## src/rtl/aes_spi_link.sv

```systemverilog
// aes_spi_link: framed SPI slave front end for the AES core, oversampled in clk.
// Build option AES_SPI_LINK_STATUS_EN prepends a status byte to every READ frame.
module aes_spi_link #(
  parameter int K           = 128,
  parameter int SYNC_STAGES = 2
) (
  input  logic         clk,
  input  logic         reset_n,
  input  logic         sclk,
  input  logic         cs_n,
  input  logic         mosi,
  output logic         miso,
  output logic         miso_oe,
  output logic [K-1:0] key,
  output logic [127:0] message,
  output logic         dir,
  output logic         start,
  input  logic         core_done,
  input  logic [127:0] translated,
  output logic         busy,
  output logic         frame_err
);

  typedef enum logic [2:0] {
    S_IDLE,
    S_HDR,
    S_KEY,
    S_MSG,
    S_RD,
    S_STAT,
    S_DONE,
    S_DRAIN
  } state_t;

  logic [SYNC_STAGES-1:0] sclk_sync_q;
  logic [SYNC_STAGES-1:0] cs_sync_q;
  logic [SYNC_STAGES-1:0] mosi_sync_q;
  logic                   sclk_prev_q;
  logic                   cs_prev_q;
  logic sclk_s, cs_s, mosi_s;
  logic rise, fall, cs_fall, cs_rise;

  always_ff @(posedge clk or negedge reset_n) begin
    if (!reset_n) begin
      sclk_sync_q <= '0;
      cs_sync_q   <= '1;
      mosi_sync_q <= '0;
      sclk_prev_q <= 1'b0;
      cs_prev_q   <= 1'b1;
    end else begin
      sclk_sync_q <= {sclk_sync_q[SYNC_STAGES-2:0], sclk};
      cs_sync_q   <= {cs_sync_q[SYNC_STAGES-2:0], cs_n};
      mosi_sync_q <= {mosi_sync_q[SYNC_STAGES-2:0], mosi};
      sclk_prev_q <= sclk_s;
      cs_prev_q   <= cs_s;
    end
  end

  assign sclk_s  = sclk_sync_q[SYNC_STAGES-1];
  assign cs_s    = cs_sync_q[SYNC_STAGES-1];
  assign mosi_s  = mosi_sync_q[SYNC_STAGES-1];
  assign rise    = sclk_s & ~sclk_prev_q;
  assign fall    = ~sclk_s & sclk_prev_q;
  assign cs_fall = ~cs_s & cs_prev_q;
  assign cs_rise = cs_s & ~cs_prev_q;

  state_t         state_q, state_d;
  logic [8:0]     cnt_q, cnt_d;
  logic [6:0]     hdr_sh_q, hdr_sh_d;
  logic [7:0]     hdr;
  logic [K-1:0]   key_sh_q, key_sh_d;
  logic [K-1:0]   key_q, key_d;
  logic [126:0]   msg_sh_q, msg_sh_d;
  logic [127:0]   msg_q, msg_d;
  logic [127:0]   tx_q, tx_d;
  logic [127:0]   res_q, res_d;
  logic [127:0]   res_now;
  logic           rv_now;
  logic dir_pend_q, dir_pend_d;
  logic dir_q, dir_d;
  logic start_q, start_d;
  logic busy_q, busy_d;
  logic err_q, err_d;
  logic rv_q, rv_d;
  logic miso_q, miso_d;
`ifdef AES_SPI_LINK_STATUS_EN
  logic [7:0] stat_q, stat_d;
  logic       rd_ok_q, rd_ok_d;
  logic       sticky_q, sticky_d;
`endif

  assign hdr     = {hdr_sh_q, mosi_s};
  assign rv_now  = rv_q | core_done;
  assign res_now = core_done ? translated : res_q;

  always_comb begin
    state_d    = state_q;
    cnt_d      = cnt_q;
    hdr_sh_d   = hdr_sh_q;
    key_sh_d   = key_sh_q;
    msg_sh_d   = msg_sh_q;
    key_d      = key_q;
    msg_d      = msg_q;
    tx_d       = tx_q;
    res_d      = res_q;
    dir_pend_d = dir_pend_q;
    dir_d      = dir_q;
    start_d    = 1'b0;
    busy_d     = busy_q;
    err_d      = 1'b0;
    rv_d       = rv_q;
    miso_d     = miso_q;
`ifdef AES_SPI_LINK_STATUS_EN
    stat_d     = stat_q;
    rd_ok_d    = rd_ok_q;
    sticky_d   = sticky_q;
`endif
    if (core_done) begin
      res_d  = translated;
      rv_d   = 1'b1;
      busy_d = 1'b0;
    end
    if (state_q != S_IDLE && cs_rise) begin
      // a frame closed before its last field bit is an abort
      state_d = S_IDLE;
      err_d   = (state_q != S_DONE) && (state_q != S_DRAIN);
    end else begin
      unique case (state_q)
        S_IDLE: begin
          if (cs_fall) begin
            state_d = S_HDR;
            cnt_d   = '0;
          end
        end
        S_HDR: begin
          if (rise) begin
            hdr_sh_d = hdr[6:0];
            cnt_d    = cnt_q + 9'd1;
            if (cnt_q == 9'd7) begin
              cnt_d = '0;
              if (hdr[6:1] != 6'd0) begin
                state_d = S_DRAIN;
                err_d   = 1'b1;
              end else if (!hdr[7]) begin
                if (busy_q) begin
                  state_d = S_DRAIN;
                  err_d   = 1'b1;
                end else begin
                  state_d    = S_KEY;
                  dir_pend_d = hdr[0];
                end
              end else begin
`ifdef AES_SPI_LINK_STATUS_EN
                stat_d  = {rv_now, busy_q & ~core_done,
                           sticky_q, 5'd0};
                rd_ok_d = rv_now;
                tx_d    = res_now;
                state_d = S_STAT;
                err_d   = ~rv_now;
`else
                if (rv_now) begin
                  tx_d    = res_now;
                  state_d = S_RD;
                end else begin
                  state_d = S_DRAIN;
                  err_d   = 1'b1;
                end
`endif
              end
            end
          end
        end
        S_KEY: begin
          if (rise) begin
            key_sh_d = {key_sh_q[K-2:0], mosi_s};
            cnt_d    = cnt_q + 9'd1;
            if (cnt_q == 9'(K - 1)) begin
              state_d = S_MSG;
              cnt_d   = '0;
            end
          end
        end
        S_MSG: begin
          if (rise) begin
            msg_sh_d = {msg_sh_q[125:0], mosi_s};
            cnt_d    = cnt_q + 9'd1;
            if (cnt_q == 9'd127) begin
              state_d = S_DONE;
              cnt_d   = '0;
              key_d   = key_sh_q;
              msg_d   = {msg_sh_q, mosi_s};
              dir_d   = dir_pend_q;
              start_d = 1'b1;
              busy_d  = 1'b1;
            end
          end
        end
`ifdef AES_SPI_LINK_STATUS_EN
        S_STAT: begin
          if (fall) begin
            miso_d = stat_q[7];
            stat_d = {stat_q[6:0], 1'b0};
          end
          if (rise) begin
            cnt_d = cnt_q + 9'd1;
            if (cnt_q == 9'd7) begin
              cnt_d    = '0;
              sticky_d = 1'b0;
              state_d  = rd_ok_q ? S_RD : S_DRAIN;
            end
          end
        end
`endif
        S_RD: begin
          if (fall) begin
            miso_d = tx_q[127];
            tx_d   = {tx_q[126:0], 1'b0};
          end
          if (rise) begin
            cnt_d = cnt_q + 9'd1;
            if (cnt_q == 9'd127) begin
              state_d = S_DONE;
              cnt_d   = '0;
              rv_d    = core_done;
            end
          end
        end
        default: ;
      endcase
    end
    if (state_d != S_RD && state_d != S_STAT) miso_d = 1'b0;
`ifdef AES_SPI_LINK_STATUS_EN
    if (err_d) sticky_d = 1'b1;
`endif
  end

  always_ff @(posedge clk or negedge reset_n) begin
    if (!reset_n) begin
      state_q    <= S_IDLE;
      cnt_q      <= '0;
      hdr_sh_q   <= '0;
      key_sh_q   <= '0;
      msg_sh_q   <= '0;
      key_q      <= '0;
      msg_q      <= '0;
      tx_q       <= '0;
      res_q      <= '0;
      dir_pend_q <= 1'b0;
      dir_q      <= 1'b0;
      start_q    <= 1'b0;
      busy_q     <= 1'b0;
      err_q      <= 1'b0;
      rv_q       <= 1'b0;
      miso_q     <= 1'b0;
    end else begin
      state_q    <= state_d;
      cnt_q      <= cnt_d;
      hdr_sh_q   <= hdr_sh_d;
      key_sh_q   <= key_sh_d;
      msg_sh_q   <= msg_sh_d;
      key_q      <= key_d;
      msg_q      <= msg_d;
      tx_q       <= tx_d;
      res_q      <= res_d;
      dir_pend_q <= dir_pend_d;
      dir_q      <= dir_d;
      start_q    <= start_d;
      busy_q     <= busy_d;
      err_q      <= err_d;
      rv_q       <= rv_d;
      miso_q     <= miso_d;
    end
  end

`ifdef AES_SPI_LINK_STATUS_EN
  always_ff @(posedge clk or negedge reset_n) begin
    if (!reset_n) begin
      stat_q   <= '0;
      rd_ok_q  <= 1'b0;
      sticky_q <= 1'b0;
    end else begin
      stat_q   <= stat_d;
      rd_ok_q  <= rd_ok_d;
      sticky_q <= sticky_d;
    end
  end
`endif

  assign miso      = miso_q;
  assign miso_oe   = ~cs_s;
  assign key       = key_q;
  assign message   = msg_q;
  assign dir       = dir_q;
  assign start     = start_q;
  assign busy      = busy_q;
  assign frame_err = err_q;

endmodule

```

## config.mk

```make
export PLATFORM = sky130hd
export DESIGN_NAME = aes_spi_link
export DESIGN_NICKNAME = d
export VERILOG_FILES = /design/src/rtl/aes_spi_link.sv
export SDC_FILE = /design/constraint.sdc
export NUM_CORES = 1
export LEC_CHECK = 0
export BUFFER_PORTS_ARGS = -buffer_cell sky130_fd_sc_hd__buf_2
export CAP_MARGIN = 20
export CORE_MARGIN = 8
export CORE_UTILIZATION = 45
export DETAILED_ROUTE_END_ITERATION = 12
export GPL_TIMING_DRIVEN = 0
export PLACE_DENSITY = 0.74
export SYNTH_ARGS = -nofsm -noshare
export SYNTH_HDL_FRONTEND = slang
export SYNTH_SLANG_ARGS = --single-unit
```

## constraint.sdc

```tcl
create_clock -name clk -period 2.05 [get_ports clk]
set_input_delay 0.41 -clock clk [delete_from_list [all_inputs] [get_ports clk]]
set_output_delay 0.41 -clock clk [all_outputs]
set_load 0.05 [all_outputs]
```

==> out/metrics.yaml <==
critPathCaptureType: "flop"
io_pins: 396
row_count: 97
rsz0062_at_grt: "true"
fp.dieW_um: 280
nFillCells: 5120
avgSynthCellArea_um2: 15.1
synth_seq_cells: 801
hold_path.class: "input pin to flop"
clk_latency_ns: 0.63
syn_nets: 2216
layout-drive-gt1-share: 0.501
yosysSeqAreaShare: 0.637
cp_max_fo: 10
synthDistinctLibCells: 52
h-tree-depth: 3
period_minus_slack_ns: 2.33
p_per_area_nw_per_um2: 916
clockBufferDepth: 3
synthesis.area_um2: 31500
finalSetupViolations: 637
cts-root-buf: "clkbuf_16"
core_um2: 69700
wl_um: 79600
drv_slew: 0
cp_cell_sequence: "ha_4 > or4bb_4 > nor4_4 > o22ai_4 > clkbuf_8 > buf_2 > o21ai_1 > o21ai_2"
viasPerCell: 5.27
vias: 19400
globalRouteOverflowTotal: 0
groute.usage.overall: 0.186
start_kind: "flop"
wl_per_cell_um: 21.6
drt_pass1_iterations: 5
peakVddDrop_mv: 0.617
async_reset_ff_frac: 1.00
clkSinkCount: 801
syn2layout_area_growth_pct: 32.8
grt_max_degree: 134
status: "complete, but fails checks"
maxClockFrequency_mhz: 429
path_buf_inv: 2
critPathSlowestCell: "or4bb_4"
utilization: 0.600
cts_buffers: 85
grt_pass1_vias: 20900
tightest_slew_ns: 0.948
dieArea_um2: 78600
slew_headroom: 0.368
setup_slack_ns: -0.279
nets: 2807
synth_warnings: 0
path_clk_slew_ns: 0.06
setup-tns-final_ns: -105.39
grt_pass1_wl_um: 119000
cp_top_family: "simple AND/OR/NAND/NOR gates"
initial_core_util: 0.452
ys.flop_type: "dfrtp_1"
io_buffers: 395
cp.required_ns: 2.54
place.detailed.hpwl_um: 49500
hold_viol: 0
critPathKind: "flop to flop"
cellLeakagePower_nw: 20.2
postRouteAntennaNets: 0
route.detailed.drc: 0
cpPeakStageDelay_ns: 0.50
fin_crit_sh: 1.14
gp_congestion: 0.824
first_iter_violations: 1064
fin_skew_ns: 0.0363
violations: "negative setup slack"
cts_tree: "built"
syn_inst: 2081
whs_ns: 0.0495
die_h_um: 280
synth-edff-count: 0
antenna_found_initial: 10
maxCapViolCount: 0
critPathArrivalTime_ns: 2.82
[cells by family (layout without fill, tap and decap cells)]
family,after synthesis,count (layout),share of synthesized area
DFF,801,801,0.637
and+or+nand+nor,73,73,0.0135
buffers and inverters,136,789,0.0264
muxes,777,777,0.273
xor gates and xnor gates,1,1,0.000278
other,0,7,0
adders and majority gates,1,1,0.000398
AOI/OAI and AO/OA,292,292,0.0490
[synthesized netlist by cell type (8+ instances only)]
master | number | area (um2)
nor3_1 | 8 | 40.0
o21ai_0 | 162 | 811
buf_6 | 35 | 394
mux2i_1 | 127 | 1270
nor2_1 | 9 | 33.8
o21ai_1 | 103 | 515
nand2_1 | 15 | 56.3
mux2_2 | 450 | 5070
clkbuf_1 | 52 | 195
buf_2 | 38 | 190
mux2_1 | 200 | 2250
dfrtp_1 | 798 | 20000
[power by group]
part | leakage, nW | switching [mW] | internal, mW | total (mW)
clock network | 1.39 | 6.27 | 9.16 | 15.4
logic | 8.18 | 2.58 | 1.93 | 4.51
registers | 10.6 | 0.860 | 17.5 | 18.3
[cells in the final DEF, fill, tap and decap left out, drive strengths merged, types with 4 or more instances in the layout]
cell,netlist,routed
dfrtp,798,798
dlygate4sd3,0,8
mux2,650,650
inv,4,8
buf,80,556
nand2,15,15
nor2,10,10
bufinv,0,6
a21oi,4,4
diode,0,7
nand3,5,5
o21ai,265,265
a22o,5,5
mux2i,127,127
nor4,4,4
nor2b,6,6
nor3,9,9
clkbuf,52,193
and3,7,7
clkinv,0,15
[per-stage QoR]
stage               setup WS, ns  power, mW  cells  area, um2
floorplan                -0.0597       20.6   2081      31500
global placement          -15.26       21.7   3416      34600
detailed placement        -0.836       22.0   3424      34900
CTS                       -0.238       38.0   3630      39700
global route              -0.376       40.0   3680      41800
finish                    -0.279       38.3   3681      41800
[state kept, by name (all words and copies together), names as in the netlist]
signal       flops
res_q          128
miso             1
key_sh_q       128
dir_pend_q       1
msg_sh_q       127
tx_q           128
mosi_sync_q      2
start            1
message        128
sclk_sync_q      2
key            128
sclk_prev_q      1
frame_err        1
state_q          3
cs_sync_q        2
hdr_sh_q         7
cs_prev_q        1
busy             1
dir              1
rv_q             1
cnt_q            9
[worst reg2reg max path: stages, from the launching register on]
cell,delay (ns)
dfrtp_1,0.42
ha_4,0.18
or4bb_4,0.50
nor4_4,0.21
o22ai_4,0.17
clkbuf_8,0.22
buf_2,0.20
o21ai_1,0.21
o21ai_2,0.10
[repair_timing]
item,CTS,global route
hold buffers,9,0
gates resized for setup,341,426
cloned,19,28
setup buffers,31,29
endpoints found under the hold margin,65,0
pin swaps,11,12
endpoints found under the setup margin,659,789
[routing by layer]
metal	share of wire	GRT usage	wire, um	vias up
li1	-	-	-	8668
met1	0.41	0.234	32800	10200
met3	0.051	0.0412	4030	142
met2	0.51	0.321	40700	420
met4	0.024	0.0585	1940	6
met5	0.00040	0	32	-
[worst paths after layout]
kind | from | to | slack (ns) | cells after the start
worst max-delay path | cnt_q[1] | tx_q[8] | -0.28 | 8
worst min-delay path | translated[48] | res_q[48] | 0.05 | 2
worst max register to register | cnt_q[1] | tx_q[8] | -0.28 | 8
worst min register to register | mosi_sync_q[0] | mosi_sync_q[1] | 0.34 | 0
max in group asynchronous | reset_n | msg_sh_q[97] | 0.25 | 5
min in group asynchronous | reset_n | cs_prev_q | 0.42 | 2
[layout make-up]
class,instances,area [um2],share of cell area
sequential,801,20100,0.480
clock inverter,28,389,0.00931
antenna,7,17.5,0.000419
clock buffer,121,2460,0.0589
timing repair buffer,510,4030,0.0965
buffer,126,1410,0.0337
multi-input combinational,1144,12200,0.293
tap,940,1180,0.0281
inverter,4,15.0,0.000359
(Power assumes the default switching activity.)
